**src/rtl/snd_pkg.sv**
```systemverilog
// Shared sound codes, tone half-periods and scheduler state encoding.
package snd_pkg;

   localparam int unsigned CODE_W  = 3;
   localparam int unsigned PHASE_W = 3;

   localparam logic [CODE_W-1:0] RED    = 3'd0;
   localparam logic [CODE_W-1:0] GREEN  = 3'd1;
   localparam logic [CODE_W-1:0] YELLOW = 3'd2;
   localparam logic [CODE_W-1:0] BLUE   = 3'd3;
   localparam logic [CODE_W-1:0] S_WIN  = 3'd4;
   localparam logic [CODE_W-1:0] S_LOSS = 3'd5;

   localparam logic [PHASE_W-1:0] HALF_RED    = 3'd3;
   localparam logic [PHASE_W-1:0] HALF_GREEN  = 3'd4;
   localparam logic [PHASE_W-1:0] HALF_YELLOW = 3'd5;
   localparam logic [PHASE_W-1:0] HALF_BLUE   = 3'd6;
   localparam logic [PHASE_W-1:0] HALF_WIN    = 3'd7;
   localparam logic [PHASE_W-1:0] HALF_LOSS   = 3'd2;

   typedef enum logic [1:0] {
      IDLE = 2'd0,
      PLAY = 2'd1,
      GAP  = 2'd2
   } state_t;

   // Half-period in cycles for a sound code; 0 marks an invalid (silent) code.
   function automatic logic [PHASE_W-1:0] half_period(input logic [CODE_W-1:0] code);
      logic [PHASE_W-1:0] half;
      case (code)
         RED:     half = HALF_RED;
         GREEN:   half = HALF_GREEN;
         YELLOW:  half = HALF_YELLOW;
         BLUE:    half = HALF_BLUE;
         S_WIN:   half = HALF_WIN;
         S_LOSS:  half = HALF_LOSS;
         default: half = 3'd0;
      endcase
      return half;
   endfunction

endpackage

```
**src/rtl/sound_scheduler_if.sv**
```systemverilog
// Requester-facing bus of the sound scheduler.
interface sound_scheduler_if #(
   parameter int unsigned NUM_REQ = 3,
   parameter int unsigned DUR_W   = 6
);
   logic [NUM_REQ-1:0]       req;
   logic [3*NUM_REQ-1:0]     req_sound;
   logic [DUR_W*NUM_REQ-1:0] req_dur;
   logic                     abort;
   logic [NUM_REQ-1:0]       grant;
   logic                     busy;
   logic                     done;
   logic                     play;
   logic [2:0]               sound;
   logic                     speaker;

   modport master (
      output req, req_sound, req_dur, abort,
      input  grant, busy, done, play, sound, speaker
   );

   modport slave (
      input  req, req_sound, req_dur, abort,
      output grant, busy, done, play, sound, speaker
   );
endinterface

```
**src/rtl/tone_gen.sv**
```systemverilog
// Square-wave generator: phase counter, toggle flop and half-period decode.
// 'play' is the scheduler's next-cycle tone enable, so the speaker is
// silenced on the same edge that ends a tone; counting starts one edge
// after the tone begins so the first rise lands 'half' edges after start.
module tone_gen
   import snd_pkg::*;
(
   input  logic              clock,
   input  logic              reset,
   input  logic              play,
   input  logic [CODE_W-1:0] sound,
   output logic              speaker
);

   logic [PHASE_W-1:0] r_phase;
   logic               r_run;
   logic               r_speaker;
   logic [PHASE_W-1:0] w_half;
   logic               w_valid;

   // Half-period decode of the latched sound code.
   always_comb begin
      w_half  = half_period(sound);
      w_valid = (w_half != 3'd0);
   end

   // Phase counter and speaker toggle.
   always_ff @(posedge clock) begin
      if (reset) begin
         r_phase   <= '0;
         r_run     <= 1'b0;
         r_speaker <= 1'b0;
      end else begin
         r_run <= play;
         if (!play || !w_valid) begin
            r_phase   <= '0;
            r_speaker <= 1'b0;
         end else if (r_run) begin
            if (r_phase == (w_half - 3'd1)) begin
               r_phase   <= '0;
               r_speaker <= ~r_speaker;
            end else begin
               r_phase <= r_phase + 3'd1;
            end
         end
      end
   end

   assign speaker = r_speaker;

endmodule

```
**src/rtl/sound_scheduler.sv**
```systemverilog
// Fixed-priority arbiter for the single tone generator with tone duration
// and enforced silent gap between tones.
module sound_scheduler
   import snd_pkg::*;
#(
   parameter int unsigned NUM_REQ = 3,
   parameter int unsigned DUR_W   = 6,
   parameter int unsigned GAP_CYC = 2
) (
   input  logic             clock,
   input  logic             reset,
   sound_scheduler_if.slave bus
);

   state_t              r_state;
   state_t              w_state_nxt;
   logic [DUR_W-1:0]    r_count;
   logic [DUR_W-1:0]    w_count_nxt;
   logic [NUM_REQ-1:0]  r_grant;
   logic [NUM_REQ-1:0]  w_grant_nxt;
   logic                r_busy;
   logic                w_busy_nxt;
   logic                r_done;
   logic                w_done_nxt;
   logic                r_play;
   logic                w_play_nxt;
   logic [CODE_W-1:0]   r_sound;
   logic [CODE_W-1:0]   w_sound_nxt;

   logic                w_any;
   logic [NUM_REQ-1:0]  w_onehot;
   logic [CODE_W-1:0]   w_sel_sound;
   logic [DUR_W-1:0]    w_sel_dur;
   logic                w_accept;
   logic                w_speaker;

   // Priority pick: lowest set request index wins.
   always_comb begin
      w_any       = 1'b0;
      w_onehot    = '0;
      w_sel_sound = '0;
      w_sel_dur   = '0;
      for (int i = 0; i < int'(NUM_REQ); i++) begin
         if (bus.req[i] && !w_any) begin
            w_any       = 1'b1;
            w_onehot[i] = 1'b1;
            w_sel_sound = bus.req_sound[3*i +: 3];
            w_sel_dur   = bus.req_dur[DUR_W*i +: DUR_W];
         end
      end
   end

   assign w_accept = w_any && !bus.abort;

   // State and registered outputs.
   always_ff @(posedge clock) begin
      if (reset) begin
         r_state <= IDLE;
         r_count <= '0;
         r_grant <= '0;
         r_busy  <= 1'b0;
         r_done  <= 1'b0;
         r_play  <= 1'b0;
         r_sound <= '0;
      end else begin
         r_state <= w_state_nxt;
         r_count <= w_count_nxt;
         r_grant <= w_grant_nxt;
         r_busy  <= w_busy_nxt;
         r_done  <= w_done_nxt;
         r_play  <= w_play_nxt;
         r_sound <= w_sound_nxt;
      end
   end

   // Next-state logic; abort always wins over normal progress.
   always_comb begin
      w_state_nxt = r_state;
      case (r_state)
         IDLE: if (w_accept) w_state_nxt = PLAY;
         PLAY: begin
            if (bus.abort)            w_state_nxt = IDLE;
            else if (r_count == '0)   w_state_nxt = GAP;
         end
         GAP:  if (bus.abort || (r_count == '0)) w_state_nxt = IDLE;
         default: w_state_nxt = IDLE;
      endcase
   end

   // Next values of counter and outputs.
   always_comb begin
      w_count_nxt = r_count;
      w_grant_nxt = '0;
      w_done_nxt  = 1'b0;
      w_play_nxt  = r_play;
      w_sound_nxt = r_sound;
      w_busy_nxt  = (w_state_nxt != IDLE);
      case (r_state)
         IDLE: begin
            if (w_accept) begin
               w_sound_nxt = w_sel_sound;
               w_count_nxt = w_sel_dur;
               w_grant_nxt = w_onehot;
               w_play_nxt  = 1'b1;
            end
         end
         PLAY: begin
            if (bus.abort) begin
               w_play_nxt  = 1'b0;
               w_count_nxt = '0;
            end else if (r_count == '0) begin
               w_play_nxt  = 1'b0;
               w_done_nxt  = 1'b1;
               w_count_nxt = DUR_W'(GAP_CYC - 1);
            end else begin
               w_count_nxt = r_count - DUR_W'(1);
            end
         end
         GAP: begin
            if (bus.abort || (r_count == '0)) begin
               w_count_nxt = '0;
            end else begin
               w_count_nxt = r_count - DUR_W'(1);
            end
         end
         default: begin
            w_play_nxt  = 1'b0;
            w_count_nxt = '0;
         end
      endcase
   end

   tone_gen u_tone_gen (
      .clock   (clock),
      .reset   (reset),
      .play    (w_play_nxt),
      .sound   (r_sound),
      .speaker (w_speaker)
   );

   assign bus.grant   = r_grant;
   assign bus.busy    = r_busy;
   assign bus.done    = r_done;
   assign bus.play    = r_play;
   assign bus.sound   = r_sound;
   assign bus.speaker = w_speaker;

endmodule

```
**src/flat_wrapper.sv**
```systemverilog
// flat-port wrapper written by rule: the top's interface ports become plain ports
module sound_scheduler_flat import snd_pkg::*;
#(
   parameter int unsigned NUM_REQ = 3,
   parameter int unsigned DUR_W   = 6,
   parameter int unsigned GAP_CYC = 2
)
  (clock, reset, bus_req, bus_req_sound, bus_req_dur, bus_abort, bus_grant, bus_busy, bus_done, bus_play, bus_sound, bus_speaker);
  sound_scheduler_if #(.NUM_REQ(NUM_REQ), .DUR_W(DUR_W)) bus_i ();
  input  logic clock;
  input  logic reset;
  input wire logic [$bits(bus_i.req)-1:0] bus_req;
  input wire logic [$bits(bus_i.req_sound)-1:0] bus_req_sound;
  input wire logic [$bits(bus_i.req_dur)-1:0] bus_req_dur;
  input wire logic [$bits(bus_i.abort)-1:0] bus_abort;
  output wire logic [$bits(bus_i.grant)-1:0] bus_grant;
  output wire logic [$bits(bus_i.busy)-1:0] bus_busy;
  output wire logic [$bits(bus_i.done)-1:0] bus_done;
  output wire logic [$bits(bus_i.play)-1:0] bus_play;
  output wire logic [$bits(bus_i.sound)-1:0] bus_sound;
  output wire logic [$bits(bus_i.speaker)-1:0] bus_speaker;
  assign bus_i.req = bus_req;
  assign bus_i.req_sound = bus_req_sound;
  assign bus_i.req_dur = bus_req_dur;
  assign bus_i.abort = bus_abort;
  assign bus_grant = bus_i.grant;
  assign bus_busy = bus_i.busy;
  assign bus_done = bus_i.done;
  assign bus_play = bus_i.play;
  assign bus_sound = bus_i.sound;
  assign bus_speaker = bus_i.speaker;
  sound_scheduler #(.NUM_REQ(NUM_REQ), .DUR_W(DUR_W), .GAP_CYC(GAP_CYC)) u_core (.clock(clock), .reset(reset), .bus(bus_i));
endmodule
```
**config.mk**
```make
export PLATFORM = sky130hd
export DESIGN_NAME = sound_scheduler_flat
export DESIGN_NICKNAME = d
export VERILOG_FILES = /design/src/rtl/snd_pkg.sv /design/src/rtl/sound_scheduler_if.sv /design/src/rtl/tone_gen.sv /design/src/rtl/sound_scheduler.sv /design/src/flat_wrapper.sv
export SDC_FILE = /design/constraint.sdc
export NUM_CORES = 1
export LEC_CHECK = 0
export ABC_AREA = 1
export CAP_MARGIN = 20
export CORE_MARGIN = 3
export CORE_UTILIZATION = 49
export CTS_CLUSTER_DIAMETER = 200
export DETAILED_ROUTE_END_ITERATION = 8
export PLACE_DENSITY = 0.85
export SYNTH_ARGS = -nofsm -noshare
export SYNTH_HDL_FRONTEND = slang
export SYNTH_SLANG_ARGS = --single-unit
```
**constraint.sdc**
```tcl
create_clock -name clock -period 3.43 [get_ports clock]
set_clock_uncertainty 0.1 [all_clocks]
set_input_delay 0.686 -clock clock [delete_from_list [all_inputs] [get_ports clock]]
set_output_delay 0.686 -clock clock [all_outputs]
set_load 0.05 [all_outputs]
```
# Word level (Yosys, flattened, before mapping)
# Cells that the tools add are included.
# word_totals
ff_bits	21
input_bits	33
out_inout_bits	10
wordCells	73
# classes
addsub	3
n_eq_ne	9
n_mux	28
bitwise_logic	4
reduce_logical	20
# op_table
operator	count
6-bit two-way mux	7
3-bit one-hot mux with 6 select lines	1
6-bit one-hot mux with 3 select lines	1
3-bit two-way mux	4
1-bit two-way mux	9
2-bit two-way mux	4
3-bit by 2-bit == test with 1-bit output, second input constant	2
3-bit == test, second input constant	2
6-bit logical NOT	1
2-bit one-hot mux with 3 select lines	1
3-bit OR reduction	2
6-bit by 1-bit subtractor with 6-bit output, second input constant	1
1-bit logical NOT	5
1-bit NOT	4
2-bit AND reduction	2
3-bit by 1-bit adder with 3-bit output, second input constant	1
3-bit by 1-bit == test with 1-bit output, second input constant	1
3-bit == test	1
1-bit logical AND	3
3-bit logical NOT	1
1-bit one-hot mux with 3 select lines	1
3-bit nonzero test	1
3-bit by 1-bit subtractor with 3-bit output, second input constant	1
2-bit by 1-bit == test with 1-bit output, second input constant	1
other kinds (6)	7

# Longest topological paths before layout
# Gate-level depths: netlist of the first run.
# logic_depth
ltp_word	13
depth_mapped	11
mapped_depth_nobuf	11

# Cells and area by module
# From an unflattened synthesis of the first run, not the netlist that was laid out.
# unflattened
hier_cells	214
area_unflattened_um2	1436.4
# modules_own_cells
module	n_inst	cells_each	area_each_um2	seq_area_each_um2
sound_scheduler	1	161	1082.3	340.3
tone_gen	1	53	354.1	100.1

# Worst setup path before layout of the first run
# Ideal clock, no wire load.
# synth_timing
kind	reg-to-reg
from	register u_core.r_sound[2], in the netlist u_core.bus.sound[2]
to	register u_core.u_tone_gen.r_speaker, in the netlist u_core.u_tone_gen.speaker
setup_time_ps	64
t_arrival_ps	1863
required_ps	3266
slack_ps	1404
stages_incl_launch_ff	11
path_buffers	0
synth_period_minus_slack_ps	2026
cell_sequence	dfxtp_1 -> o21bai_1 -> o21ai_0 -> ha_1 -> xor2_1 -> nand3_1 -> nor2_1 -> nand2_1 -> nand2_1 -> nand2_1 -> nor2_1
# synth_via
elab_chain_len	6
word_cells_on_any_way	14
cone_classes	add/sub: 1; eq/ne: 6; mux: 1; reduce/logical: 6
# synth_rtl
item	line	source
start, declared	sound_scheduler.sv:27	logic [CODE_W-1:0] r_sound;
start signal, assigned	sound_scheduler.sv:72	r_sound <= w_sound_nxt;
3-bit == test (tied with other cells)	snd_pkg.sv:30	case (code)
3-bit one-hot mux with 6 select lines (*)	snd_pkg.sv:30	
parallel branches: the longest is 4 deep, another holds 3-bit by 1-bit subtractor with 3-bit output	--	
end signal, assigned	tone_gen.sv:41	r_speaker <= ~r_speaker;
end, declared	tone_gen.sv:17	logic r_speaker;
# Mark *: on every way between the ends.
# A chain may end at the register's enable or synchronous reset.

# Worst setup path after layout of the first run
# layout_timing
from	register u_core.r_play, in the netlist u_core.bus.play
to	output port bus_play
# layout_lines
item	line	source
start, declared	sound_scheduler.sv:25	logic r_play;
start signal, assigned	sound_scheduler.sv:71	r_play <= w_play_nxt;
end, declared	flat_wrapper.sv:19	output wire logic [$bits(bus_i.play)-1:0] bus_play;
# No word-level cell between the ends.

==> flow_summary.json, run 1 <==
{
  "netlist_instances": 201,
  "synth_adder_area_share_pct": 3.84,
  "worst_setup_path_end_kind": "primary output",
  "drt_first_iter_violations": 49,
  "rsz0062_at_grt": "false",
  "hold_buffers": 0,
  "synth.mux.area_fraction_pct": 0,
  "tritoncts_num_sinks": 21,
  "ir_worst_vdd_v": 0.000263,
  "post-cts-setup-buffer-count": 0,
  "placedCellCount": 271,
  "layout_min_cycle_time_ps": 2430,
  "syn-cell-area_um2": 1300,
  "multi_input_comb_area_um2": 767,
  "syn2layout_area_growth_pct": 36.5,
  "routed_wirelength_mm": 3.17,
  "dp_hpwl_mm": 2.51,
  "tritoncts": "yes",
  "layout.nets": 283,
  "detail_route.wl_per_cell_um": 11.5,
  "final_layout_size_suffix_gt1_share_pct": 7.35,
  "critPathSlowestCell": "sky130_fd_sc_hd__clkdlybuf4s50_1",
  "setup_viol": 0,
  "seqCellArea_um2": 420,
  "antenna_violations_before_repair": 0,
  "final_tns_setup_ps": 0,
  "yosysWarningCount": 0,
  "final-instance-count-excl-fill": 275,
  "postSynthRegisterBits": 21,
  "share_clk_of_total_power_pct": 19.4,
  "mappedNetlistNets": 238,
  "placement_rows": 18,
  "p_switching_mw": 0.235,
  "max_slew_margin_pct": 66.9,
  "timing.hold.worst.class": "reg -> reg",
  "timing_worst_slew_pin_value_ps": 496,
  "final_max_slew_viol_count": 0,
  "detail-route-antenna-nets": 0,
  "sequentialPowerShare_pct": 43.8,
  "postSynth.asyncResetShare_pct": 0,
  "top_level_ports": 43,
  "worstPathCellList": "clkdlybuf4s50_1",
  "setup_slack_ps": 1000,
  "critical-path-top-delay-family": "buffers and inverters",
  "post_cts_resize_count": 0,
  "postSynthAreaPerCell_um2": 6.48,
  "largest_family_of_logic_cells_by_synthesized_area": "simple AND/OR/NAND/NOR gates",
  "critPathMaxStageDelay_ps": 850,
  "clock.fmax_mhz": 412,
  "drtPass1Iterations": 4,
  "layout_worst_path_cycle_share_pct": 70.8,
  "report.final.hold_viol_count": 0,
  "placeable_core_region_um2": 2500,
  "cellPowerDensity_nw_per_um2": 362,
  "cts_buffer_depth": 2,
  "cts_buffers": 3,
  "setup_ws_pre_cts_ps": 898,
  "critical_path_peak_fanout": 8,
  "route.detailed.drc": 0,
  "buffer_and_inverter_count_on_the_worst_path": 1,
  "fin_worst_hold_slack_ps": 402,
  "swShare_pct": 36.5,
  "synthSimpleGateAreaFrac_pct": 38.5,
  "design.die.area_um2": 3310,
  "final_cell_mix": "sky130_fd_sc_hd__nand2_1, sky130_fd_sc_hd__clkdlybuf4s50_1, sky130_fd_sc_hd__inv_1",
  "post_synth_xor_area_fraction_pct": 3.36,
  "grt_usage_pct": 20.2,
  "depth_of_the_cts_h_tree": 1,
  "clock-root-buffer": "sky130_fd_sc_hd__clkbuf_4",
  "num_vias": 1369,
  "grt_max_degree": 14,
  "status": "finished, final reports clean",
  "synth_edf_count": 0,
  "clk-insertion-delay-late_ps": 310,
  "yosysSeqAreaShare_pct": 32.3,
  "crit_arrival_ps": 1640,
  "initial_standard_cell_utilization_of_the_core_pct": 52.1,
  "clk_pin_slew_worst_paths_ps": 120,
  "synthFlopType": "sky130_fd_sc_hd__dfxtp_1",
  "io_buffers": 42,
  "fillers": 228,
  "start_kind": "flip-flop",
  "max_cap_viols": 0,
  "crit_type": "reg -> out",
  "finish.utilization_pct": 71.1,
  "overflow": 0,
  "ys_types": 29,
  "power_leakage_nw": 0.802,
  "n_antenna_cell": 0,
  "post_drt_via_cell_ratio": 4.98,
  "die_x_um": 57.6,
  "chipHeight_um": 57.6,
  "first_pass_grt_wire_length_mm": 5.29,
  "internal_power_mw": 0.409,
  "layout.cells.most_common": "sky130_fd_sc_hd__nand2_1",
  "number_of_global_route_vias_before_repair": 1217,
  "share_of_power_burned_in_combinational_logic_pct": 36.8,
  "weighted_congestion_reported_at_the_end_of_routability_driven_placement": 0.839,
  "required_time_reported_for_the_critical_path_endpoint_ps": 2640,
  "synth-compound-area-share_pct": 13.2
}
[cell families (layout without fill, tap and decap cells)]
group           after synthesis  in the layout
simple gates                113            113
buf+inv                      30             74
compound gates               28             28
flops                        21             21
xor+xnor                      5              5
fa+ha+maj                     4              4
[state kept, by name (all words and copies together) (netlist names)]
signal	flops
u_core.bus.busy	1
u_core.bus.done	1
u_core.bus.grant	3
u_core.bus.play	1
u_core.bus.sound	3
u_core.r_count	6
u_core.r_state	2
u_core.u_tone_gen.r_phase	3
u_core.u_tone_gen.speaker	1
[cell type report]
type | instances | area share [%]
inverters | 28 | 5.91
repair buffers | 42 | 23.6
multi-input cells | 150 | 43.1
clock inverters | 1 | 0.281
clock buffers | 3 | 1.27
flip-flops and latches | 21 | 23.6
well taps | 30 | 2.11
[final timing paths]
path                            start                         to  slack, ps  cells past startpoint
setup / recovery      u_core.bus.play                   bus_play       1000                      1
hold / removal      u_core.r_count[0]          u_core.r_count[0]        400                      2
setup reg to reg  u_core.bus.sound[1]  u_core.u_tone_gen.speaker       1590                     10
hold reg to reg     u_core.r_count[0]          u_core.r_count[0]        400                      2
[metal layers]
metal,track usage [%],vias up,part of all wire [%]
li1,-,734,-
met1,27.6,587,49
met2,32.1,41,43
met3,2.71,7,5.6
met4,7.95,0,1.8
met5,0,-,0
[stage by stage]
stage,power (mW),instance area [µm²]
after detailed placement,0.522,1750
after global placement,0.519,1750
final,0.643,1780
after CTS,0.646,1780
after global routing,0.681,1780
after floorplan,0.441,1300
[Yosys cell counts, types with 4 or more instances]
master                     instances  share of area (%)
sky130_fd_sc_hd__o21ai_0           7                2.7
sky130_fd_sc_hd__dfxtp_1          21                 32
sky130_fd_sc_hd__nand2_1          64                 18
sky130_fd_sc_hd__inv_2             4                1.2
sky130_fd_sc_hd__nor2_1           17                4.9
sky130_fd_sc_hd__o211ai_1          4                2.3
sky130_fd_sc_hd__a31oi_1           4                1.9
sky130_fd_sc_hd__ha_1              4                3.8
sky130_fd_sc_hd__inv_1            24                6.9
sky130_fd_sc_hd__nand3_1          17                6.5
sky130_fd_sc_hd__a21oi_1           7                2.7
[power by group through the flow]
| stage | Combinational [mW] | Clock [mW] | Sequential, mW |
|---|---|---|---|
| 2_1_floorplan | 0.130 | 0 | 0.311 |
| 3_3_place_gp | 0.233 | 0 | 0.286 |
| 3_5_place_dp | 0.236 | 0 | 0.286 |
| 4_1_cts | 0.237 | 0.129 | 0.281 |
| 5_1_grt | 0.264 | 0.133 | 0.284 |
| 6_report | 0.237 | 0.125 | 0.282 |
Note: power is estimated with default switching activity, not from simulation.
==> run 2, diff against run 1 <==
CORE_UTILIZATION = 45   (was 49)
PLACE_DENSITY = 0.79   (was 0.85)
clock period = 2.3 ns   (was 3.43 ns; I/O delays follow)
==> run 2 against run 1 <==
Die area is 8.0% higher. Clock power is 50% higher. Via count is 0.73% higher. Global-route usage is 0.35 points lower. Routed wire length is 2.4% higher. Sequential share of layout area is 0.20 points lower. Critical endpoint is now bus_sound[1].
==> flow_summary.json, run 2 (synthesized netlist as in run 1, its figures left out) <==
{
  "weighted_congestion_reported_at_the_end_of_routability_driven_placement": 0.873,
  "layout.cells.most_common": "sky130_fd_sc_hd__nand2_1",
  "routed_wirelength_mm": 3.24,
  "final_cell_area_um2": 1790,
  "post_drt_via_cell_ratio": 4.98,
  "met2_usage_pct": 30.1,
  "setup_ws_pre_cts_ps": 262,
  "groute.layer.met1.usage_pct": 28.0,
  "critical_path_cell_count": 1,
  "tritoncts_num_sinks": 21,
  "route.detailed.drc": 0,
  "grt_usage_pct": 19.9,
  "tritoncts": "yes",
  "grt_most_used_layer": "met2",
  "n_antenna_cell": 0,
  "clock.fmax_mhz": 457,
  "io_buffers": 42,
  "worstPathCellList": "clkdlybuf4s50_1",
  "layout.nets": 285,
  "initial_standard_cell_utilization_of_the_core_pct": 49.9,
  "critical_path_peak_fanout": 7,
  "placedCellCount": 273,
  "launching_element_of_the_worst_setup_path": "u_core.bus.sound[1]",
  "buffer_and_inverter_count_on_the_worst_path": 1,
  "num_vias": 1379,
  "cellPowerDensity_nw_per_um2": 538,
  "top_level_ports": 43,
  "setup_slack_ps": 114,
  "layout_min_cycle_time_ps": 2190,
  "ir_worst_vdd_v": 0.000398,
  "number_of_global_route_vias_before_repair": 1230,
  "chipHeight_um": 59.8,
  "dp_hpwl_mm": 2.61,
  "status": "finished, final reports clean",
  "clk-insertion-delay-late_ps": 320,
  "biggest_register": "u_core.r_count",
  "critical-path-top-delay-family": "buffers and inverters",
  "required_time_reported_for_the_critical_path_endpoint_ps": 1740,
  "worst_r2r_startpoint": "u_core.bus.sound[1]",
  "rsz0062_at_grt": "false",
  "first_pass_grt_wire_length_mm": 5.44,
  "crit_arrival_ps": 1630,
  "design.die.area_um2": 3580,
  "final_max_slew_viol_count": 0,
  "cts_buffer_depth": 2,
  "fillers": 240,
  "power_leakage_nw": 0.812,
  "critPathSlowestCell": "sky130_fd_sc_hd__clkdlybuf4s50_1",
  "timing.rr.end": "u_core.u_tone_gen.speaker",
  "antenna_violations_before_repair": 0,
  "drtPass1Iterations": 4,
  "final_layout_size_suffix_gt1_share_pct": 8.10,
  "syn2layout_area_growth_pct": 37.7,
  "fin_worst_hold_slack_ps": 392,
  "post_cts_resize_count": 0,
  "total_power_mw": 0.965,
  "largest_register_ffs": 6,
  "clock-root-buffer": "sky130_fd_sc_hd__clkbuf_4",
  "placeable_core_region_um2": 2610,
  "placement.cell_area_um2": 1770,
  "cts_buffers": 3,
  "detail_route.wl_per_cell_um": 11.7,
  "report.final.hold_viol_count": 0,
  "detail-route-antenna-nets": 0,
  "setup.worst_path.end": "bus_sound[1]",
  "grt_max_degree": 13,
  "layout_worst_path_cycle_share_pct": 95.1,
  "worst_setup_path_end_kind": "primary output",
  "crit_type": "reg -> out",
  "start_kind": "flip-flop",
  "drt_first_iter_violations": 76,
  "overflow": 0,
  "final_cell_mix": "sky130_fd_sc_hd__nand2_1, sky130_fd_sc_hd__clkdlybuf4s50_1, sky130_fd_sc_hd__inv_1",
  "placement_rows": 18,
  "globalRouteMet3Util_pct": 3.24,
  "depth_of_the_cts_h_tree": 1,
  "finish.utilization_pct": 68.6,
  "post-cts-setup-buffer-count": 0,
  "setup_viol": 0,
  "max_slew_margin_pct": 66.5,
  "final_tns_setup_ps": 0,
  "timing.hold.worst.class": "reg -> reg",
  "critPathMaxStageDelay_ps": 840,
  "final-instance-count-excl-fill": 277,
  "hold_buffers": 0,
  "reg2regPathDepth": 10,
  "timing_worst_slew_pin_value_ps": 500,
  "timing.reg2reg.setup_slack_ps": 390,
  "die_x_um": 59.8,
  "max_cap_viols": 0,
  "clk_pin_slew_worst_paths_ps": 130
}
==> run 2: report_power, final <==
part / switching (mW) / internal, mW
logic: 0.202 / 0.157
registers: 0.0263 / 0.391
clock network: 0.123 / 0.0651
total: 0.352 / 0.613
==> run 2: layout make-up <==
cell class / count / area [µm²] / share of cell area (%)
clock buffers: 3 / 22.5 / 1.26
well taps: 30 / 37.5 / 2.09
multi-input cells: 150 / 767 / 42.8
repair buffers: 44 / 435 / 24.3
flip-flops and latches: 21 / 420 / 23.4
inverters: 28 / 105 / 5.86
clock inverters: 1 / 5.00 / 0.279
==> run 2: worst min path at each step <==
stage                                 start           endpoint  slack (ps)  cells past startpoint
after floorplan           u_core.r_count[0]  u_core.r_count[0]         350                      2
after global placement    u_core.r_count[0]  u_core.r_count[0]         370                      2
after detailed placement  u_core.r_count[0]  u_core.r_count[0]         370                      2
after CTS                 u_core.r_count[0]  u_core.r_count[0]         390                      2
after global routing      u_core.r_count[0]  u_core.r_count[0]         410                      2
final                     u_core.r_count[0]  u_core.r_count[0]         390                      2
==> run 2: routing by layer <==
| layer | routed length [µm] | vias to the layer above |
|---|---|---|
| met1 | 1600 | 595 |
| met4 | 55 | 0 |
| met5 | 0 | - |
| met3 | 206 | 5 |
| li1 | - | 742 |
| met2 | 1380 | 37 |
